File: src/rtl/pwm_pkg.sv
// pwm_pkg: shared types for the PWM capture path.
// Holds the capture FSM state encoding and synchronizer depth.
package pwm_pkg;

  typedef enum logic [1:0] {
    ARM,
    WAIT_RISE,
    HIGH,
    LOW
  } state_e;

  localparam logic [1:0] SYNC_DEPTH = 2'd2;

endpackage

File: src/rtl/pwm_in_sync.sv
// pwm_in_sync: 2-flop synchronizer plus edge detect for a pin input.
// pwm_s is the synchronized level; rise/fall are one-cycle strobes.
module pwm_in_sync (
  input  logic clk,
  input  logic rst,
  input  logic pwm_in,
  output logic pwm_s,
  output logic rise,
  output logic fall
);

  logic meta_q;
  logic sync_q;
  logic dly_q;

  always_ff @(posedge clk) begin
    if (rst) begin
      meta_q <= 1'b0;
      sync_q <= 1'b0;
      dly_q  <= 1'b0;
    end else begin
      meta_q <= pwm_in;
      sync_q <= meta_q;
      dly_q  <= sync_q;
    end
  end

  assign pwm_s = sync_q;
  assign rise  = sync_q & ~dly_q;
  assign fall  = ~sync_q & dly_q;

endmodule

File: src/rtl/pwm_capture.sv
// pwm_capture: measures high time and rise-to-rise period of pwm_in,
// in clock cycles, with saturation and stuck-input timeout.
module pwm_capture
  import pwm_pkg::*;
#(
  parameter int WIDTH = 8
) (
  input  logic             clk,
  input  logic             rst,
  input  logic             pwm_in,
  output logic [WIDTH-1:0] duty,
  output logic [WIDTH-1:0] period,
  output logic             valid,
  output logic             timeout
);

  localparam logic [WIDTH-1:0] MAX  = '1;
  localparam logic [WIDTH-1:0] ZERO = '0;
  localparam logic [WIDTH-1:0] ONE  = {{(WIDTH-1){1'b0}}, 1'b1};

  logic pwm_s;
  logic rise;
  logic fall;

  pwm_in_sync u_sync (
    .clk   (clk),
    .rst   (rst),
    .pwm_in(pwm_in),
    .pwm_s (pwm_s),
    .rise  (rise),
    .fall  (fall)
  );

  state_e           state_q, state_d;
  logic [WIDTH-1:0] cnt_q, cnt_d;
  logic [WIDTH-1:0] high_q, high_d;
  logic [WIDTH-1:0] duty_q, duty_d;
  logic [WIDTH-1:0] period_q, period_d;
  logic             valid_q, valid_d;
  logic             tout_q, tout_d;
  logic [1:0]       settle_q, settle_d;
  logic [WIDTH-1:0] cnt_inc;
  logic             settled;

  // Synchronizer flops read 0 right after reset whatever the pin does,
  // so ARM ignores pwm_s until real samples have reached it.
  assign settled  = (settle_q == SYNC_DEPTH);
  assign settle_d = settled ? settle_q : settle_q + 2'd1;
  assign cnt_inc  = (cnt_q == MAX) ? MAX : cnt_q + ONE;

  always_comb begin
    state_d  = state_q;
    cnt_d    = cnt_q;
    high_d   = high_q;
    duty_d   = duty_q;
    period_d = period_q;
    valid_d  = 1'b0;
    tout_d   = tout_q;
    unique case (state_q)
      ARM: begin
        if (settled && !pwm_s) begin
          state_d = WAIT_RISE;
        end
      end
      WAIT_RISE: begin
        if (rise) begin
          cnt_d   = ONE;
          state_d = HIGH;
        end
      end
      HIGH: begin
        cnt_d = cnt_inc;
        if (fall) begin
          high_d  = cnt_q;
          state_d = LOW;
        end else if (cnt_q == MAX) begin
          duty_d   = MAX;
          period_d = ZERO;
          valid_d  = 1'b1;
          tout_d   = 1'b1;
          state_d  = ARM;
        end
      end
      LOW: begin
        cnt_d = cnt_inc;
        if (rise) begin
          duty_d   = high_q;
          period_d = cnt_q;
          valid_d  = 1'b1;
          tout_d   = 1'b0;
          cnt_d    = ONE;
          state_d  = HIGH;
        end else if (cnt_q == MAX) begin
          duty_d   = ZERO;
          period_d = ZERO;
          valid_d  = 1'b1;
          tout_d   = 1'b1;
          state_d  = WAIT_RISE;
        end
      end
      default: state_d = ARM;
    endcase
  end

  always_ff @(posedge clk) begin
    if (rst) begin
      state_q  <= ARM;
      cnt_q    <= ZERO;
      high_q   <= ZERO;
      duty_q   <= ZERO;
      period_q <= ZERO;
      valid_q  <= 1'b0;
      tout_q   <= 1'b0;
      settle_q <= 2'd0;
    end else begin
      state_q  <= state_d;
      cnt_q    <= cnt_d;
      high_q   <= high_d;
      duty_q   <= duty_d;
      period_q <= period_d;
      valid_q  <= valid_d;
      tout_q   <= tout_d;
      settle_q <= settle_d;
    end
  end

  assign duty    = duty_q;
  assign period  = period_q;
  assign valid   = valid_q;
  assign timeout = tout_q;

endmodule

File: config.mk
export PLATFORM = sky130hd
export DESIGN_NAME = pwm_capture
export DESIGN_NICKNAME = d
export VERILOG_FILES = /design/src/rtl/pwm_pkg.sv /design/src/rtl/pwm_in_sync.sv /design/src/rtl/pwm_capture.sv
export SDC_FILE = /design/constraint.sdc
export NUM_CORES = 1
export LEC_CHECK = 0
export BUFFER_PORTS_ARGS = -buffer_cell sky130_fd_sc_hd__buf_2
export CAP_MARGIN = 20
export CORE_AREA = 5 5 78 80
export CTS_CLUSTER_SIZE = 16
export DETAILED_ROUTE_END_ITERATION = 8
export DIE_AREA = 0 0 83 85
export GPL_ROUTABILITY_DRIVEN = 1
export GPL_TIMING_DRIVEN = 0
export SLEW_MARGIN = 20
export SYNTH_ARGS = -nofsm -noshare
export SYNTH_HDL_FRONTEND = slang
export SYNTH_HIERARCHICAL = 1
export SYNTH_SLANG_ARGS = --single-unit
File: constraint.sdc
create_clock -name clk -period 1.8 [get_ports clk]
set_input_delay 0.18 -clock clk [delete_from_list [all_inputs] [get_ports clk]]
set_output_delay 0.18 -clock clk [all_outputs]
set_load 0.05 [all_outputs]
### Yosys cells after proc, flatten, opt, wreduce, memory -nomap -nowiden

Index checks and enable logic that the tools add are counted.

| operators by class | value |
|---|---|
| add/sub/neg operators | 2 |
| eq/ne operators | 11 |
| mux-type cells | 28 |
| bitwise gates (word level) | 4 |
| reductions and logical operators | 10 |

Operator list:

| kind | number |
|---|---|
| 2-to-1 mux 8 bit | 10 |
| case mux 8 bit (2 select lines) | 2 |
| case mux 8 bit (3 select lines) | 1 |
| 2-to-1 mux 2 bit | 6 |
| adder 8 x 1 -> 8 bit, second input constant | 1 |
| == test 8 bit, second input constant | 1 |
| != test 2 bit, second input constant | 4 |
| case mux 2 bit (4 select lines) | 1 |
| AND reduction 4 bit | 2 |
| == test 2 bit, second input constant | 3 |
| 2-to-1 mux 1 bit | 6 |
| != test 3 bit, second input constant | 2 |
| AND reduction 2 bit | 3 |
| case mux 1 bit (2 select lines) | 2 |
| nonzero test 3 bit | 1 |
| adder 2 x 1 -> 2 bit, second input constant | 1 |
| bitwise AND 1 bit | 2 |
| == test 2 x 1 -> 1 bit, second input constant | 1 |
| zero test 2 bit | 1 |
| inverter 1 bit | 2 |
| nonzero test 2 bit | 1 |
| logical AND 1 bit | 1 |
| zero test 1 bit | 1 |

| storage, ports and cells | value |
|---|---|
| register bits after elaboration | 41 |
| input bits | 3 |
| output and inout port bits | 18 |
| logic and storage cells | 66 |

### Logic depth before layout (Yosys ltp)

| depth | value |
|---|---|
| word-level depth | 4 |
| gate-level depth with buffers | 6 |

### Hierarchy

The synthesis kept the hierarchy.

Modules (own cells, without submodules):

| module | instances | cells each | area each (sq um) | seq. area each (sq um) |
|---|---|---|---|---|
| pwm_capture | 1 | 174 | 1697.9 | 760.7 |
| pwm_in_sync | 1 | 8 | 91.3 | 60.1 |

### Worst setup path after synthesis

OpenSTA, ideal clock, no wires.

| timing path | value |
|---|---|
| path type | reg2reg |
| start point | register cnt_q[0] |
| end point | register state_q[1] |
| setup time | 138 ps |
| data arrival time | 1407 ps |
| setup slack | 255 ps |
| stages on the path, launching flop included | 7 |
| buffers on the path | 2 |
| cells stage by stage | dfxtp_1 > ha_1 > and4_1 > buf_6 > buf_8 > nor4b_1 > nor3_1 |

| on the way | value |
|---|---|
| longest elaborated chain between the ends | 3 |
| elaborated cells on any way between the ends | 4 |

Ends and longest elaborated chain:

| item | line | RTL |
|---|---|---|
| start: declaration | pwm_capture.sv:35 | `logic [WIDTH-1:0] cnt_q, cnt_d;` |
| start signal: assignment | pwm_capture.sv:117 | `cnt_q <= cnt_d;` |
| == test 8 bit * | pwm_capture.sv:76, pwm_capture.sv:93 |  |
| != test 3 bit (no source line) | n/a |  |
| AND reduction 4 bit (no source line) * | n/a |  |
| end signal: assignment | pwm_capture.sv:116 | `state_q <= state_d;` |
| end: declaration | pwm_capture.sv:34 | `state_e state_q, state_d;` |

Every way passes the cells marked *; elsewhere a longest branch is shown, timed or not.
A chain may end at the register's enable or synchronous reset.

### Worst setup path after layout

| timing path | value |
|---|---|
| start point | register u_sync.sync_q (netlist: u_sync/pwm_s) |
| end point | register period_q[2] (netlist: period[2]) |

| on the way | value |
|---|---|
| elaborated cells on any way between the ends | 7 |

RTL lines:

| item | line | RTL |
|---|---|---|
| start: declaration | pwm_in_sync.sv:13 | `logic sync_q;` |
| start signal: assignment | pwm_in_sync.sv:23 | `sync_q <= meta_q;` |
| bitwise AND 1 bit | pwm_in_sync.sv:29 | `assign rise = sync_q & ~dly_q;` |
| via rise | pwm_capture.sv:22 | `logic rise;` |
| 2-to-1 mux 8 bit | pwm_capture.sv:86 | `if (rise) begin` |
| case mux 8 bit (2 select lines) | pwm_capture.sv:59 | `unique case (state_q)` |
| end signal: assignment | pwm_capture.sv:120 | `period_q <= period_d;` |
| end: declaration | pwm_capture.sv:38 | `logic [WIDTH-1:0] period_q, period_d;` |

The timed path passes the listed nets, and every way through them passes these cells.

==> metrics.md <==
| Metric | Value |
|---|---|
| Post-synthesis xor/xnor area fraction | 0.004895 |
| Proportion of synthesized area in mux cells | 0.04476 |
| Biggest area contributors in the synthesized netlist | dfxtp_1, a21oi_1, a211oi_1 |
| Final Critical Period | 1659 ps |
| Share of synthesized cell area in and, or, nand and nor gates | 0.2070 |
| Area Growth Syn to Fin | 18.46% |
| Required time at the worst-slack endpoint | between 2000 and 2500 ps |
| Maximum number of pins on one net before global-route repair | 13 |
| Total power | between 0.0015 and 0.002 W |
| Post-synthesis sequential area ratio | 0.4587 |
| Buffers and inverters on the worst path | 0 |
| Number of synthesized register bits | ~40 |
| Final HPWL from detailed placement | between 2000 and 3000 microns |
| Routed wirelength normalized by instance count | between 10 and 15 microns |
| Count of pins over their slew limit | 0 |
| Clock buffer count from CTS | 5 |
| Number of buffer cells added on primary ports | 20 |
| Number of warnings printed during yosys synthesis | 6 |
| Cell area power density | around 850 nW/um^2 |
| Cells after synthesis | between 150 and 200 |
| Portion of synthesized cell area occupied by the leading cell type | 0.4587 |
| Initial core utilization | 0.3352 |
| Critical path peak fanout | 9 |
| Cell-by-cell listing of the critical path | nor2b_1, nand3_1, nor2_4, a22o_1 |
| Latest clock arrival within the worst-skew pair | about 290 ps |
| Synthesized-area fraction occupied by ao, oa, aoi and oai cells | 0.2007 |
| Measured slew at the worst slew-check pin | between 500 and 600 ps |
| Core region area | between 5000 and 6000 sq um |
| Post-layout instance count excluding filler cells | 283 |
| List of most frequent post-synthesis cells | dfxtp_1, nor2_1, a21oi_1, a211oi_1 |
| DRC viols | 0 |
| Average via count per standard cell | 5.106 |
| Clock-pin slew of the registers on the worst-case setup and hold paths | ~80 ps |
| Post-synthesis async set-or-reset flop share | 0 |
| H-tree depth | 2 |
| Nature of the critical path endpoint | flop |
| Number of vias in the routed layout | roughly 1400 |
| Row Count | 27 |
| MaxCap Viol Count | 0 |
| First-pass GRT wire length | approximately 7000 microns |
| Remaining global-route overflow | 0 |
| Unique cell type count in the Yosys netlist | 40 |
| Number of global-route vias before repair | around 1400 |
| Routability congestion estimate from global placement | 0.7742 |
| Die X-Extent | 83 microns |
| Top-level port count | 21 |
| Critical setup path kind | reg2reg |
| Kind of start point of the critical path | flop |
| Cell class contributing the biggest share of worst-path delay | simple AND/OR/NAND/NOR gates |
| Cell type contributing the most total cell area after synthesis | dfxtp_1 |
| TritonCTS clock tree | yes |
| Critical Path Slowest Stage Cell | nand3_1 |
| Post-Syn Area per Cell | between 9 and 10 sq um |
| Routed wire length | slightly below 4000 microns |
| Nets in the synthesized netlist | between 150 and 200 |
| Max Root-Sink Buffers | 2 |
| Antenna diode count | 0 |
| Antenna violations before repair | 0 |
| Chip height | roughly 85 microns |
| CTS root buf | clkbuf_8 |
| Pre-Repair DR Iteration Count | 4 |
| Cell Area, Synth | between 1500 and 2000 sq um |
| Leakage power | approximately 0.86 nW |
| Adder-cell area share of the yosys netlist | 0.01399 |
| Peak clock frequency supported by timing | 0.6027 GHz |
| Overall fraction of global-route tracks in use | 0.1207 |
| First-iteration detailed-routing DRC count | around 120 |
| Cells after DPL | around 270 |
| Status | completed |
| Critical path's largest stage delay | roughly 420 ps |
| Clock sink total | 41 |
| Number of routed nets with antenna violations | 0 |
| Final setup skew | 8.289 ps |
| Ratio of cells with drive above 1 in the final layout | 0.2749 |
| Unrepaired setup endpoints after global routing | false |
| Peak ir drop on the vdd network | around 0.45 mV |
| Final worst path period share | 0.9217 |
| Tightest Hold Check Type | in2reg |
| Ys flop type | dfxtp_1 |
| Number of hold violations in the final report | 0 |
| Cell with the most instances after synthesis | dfxtp_1 |
| Max-Slew Margin vs Limit | 0.6646 |
| Number of nets in the final layout | 215 |
| Arrival time of data at the critical path endpoint | 1890 ps |
| Dominant combinational cell family by area after synthesis | simple AND/OR/NAND/NOR gates |
| Count of flip-flops with a built-in enable after synthesis | 0 |
| Die Area | just over 7000 sq um |
| Count of final setup violators | 0 |
[final timing paths]
check                           cells after the start  slack, ps       endpoint          from
worst min register to register                      2        450        timeout       timeout
worst max register to register                      4        140      period[2]  u_sync/pwm_s
worst min-delay path                                2        100  u_sync/meta_q        pwm_in
worst max-delay path                                4        140      period[2]  u_sync/pwm_s
[report_power, final]
part | internal, W | total (W) | switching (W)
registers | 0.000942 | 0.000963 | 0.0000206
clock network | 0.000347 | 0.000658 | 0.000311
logic | 0.0000839 | 0.000189 | 0.000105
total | 0.00137 | 0.00181 | 0.000436
[layout make-up]
cell class	instances	area (sq um)
Tap cell	72	90.09
Timing Repair Buffer	21	120.1
Clock inverter	1	5.005
Sequential cell	41	823.3
Buffer	15	110.1
Clock buffer	7	96.34
Multi-Input combinational cell	122	859.6
Fill cell	570	3218
Inverter	4	15.01
[stage by stage]
step	instance area [sq um]	TNS (ps)	hold slack (ps)	util	setup WS, ps
after CTS	2103	0	91.61	0.3940	29.53
after global routing	2120	0	87.91	0.3971	10.11
after detailed placement	1979	-959.1	400.0	0.3708	-86.11
after global placement	1979	-511.5	397.0	0.3708	-52.92
final	2120	0	96.05	0.3971	140.9
after floorplan	1789	0	247.9	-	255.3
[kinds of logic after synthesis]
| group | after synthesis |
|---|---|
| compound gates | 47 |
| simple gates | 64 |
| mux | 8 |
| buf+inv | 19 |
| fa+ha+maj | 2 |
| flops | 41 |
| xor+xnor | 1 |
[registers in the layout, indices dropped and copies added, names as in the netlist]
signal and cells:
cnt_q 8, duty 8, high_q 8, period 8, settle_q 2, state_q 2
timeout 1, u_sync/dly_q 1, u_sync/meta_q 1, u_sync/pwm_s 1, valid 1
[layout by cell type (no fill, tap or decap), drive strengths merged]
cell and n:
mux2i 8, o31ai 1, a31o 1, a41oi 3, o21ai 1, ha 2
a22o 8, nand2b 1, inv 4, nor4 9, buf 32, nor4b 2
nand3b 1, a211oi 12, or3b 1, clkinv 1, nor2 22, nor3 5
a21oi 20, nand3 4, nand4 2, dfxtp 41, nor3b 1, a311oi 1
xor2 1, clkbuf 11, nor2b 5, and2 1, nand4b 1, and3 2
nand2 5, and4 2
[layer usage]
layer,global-route usage,routed length [microns],up-vias
met5,0,0,-
met1,0.1506,1897,694
met4,0.03566,19,0
li1,-,-,723
met2,0.1968,1870,26
met3,0.04272,170,2
[what timing repair did]
| action | in CTS | in global routing |
|---|---|---|
| hold buffers | 0 | 0 |
| gates resized for setup | 1 | 5 |
| pin swaps | 1 | 0 |
| setup endpoints to repair | 17 | 18 |
| hold endpoints to repair | 0 | 0 |
| buffers inserted | 1 | 0 |
Note: power is estimated with default switching activity, not from simulation.
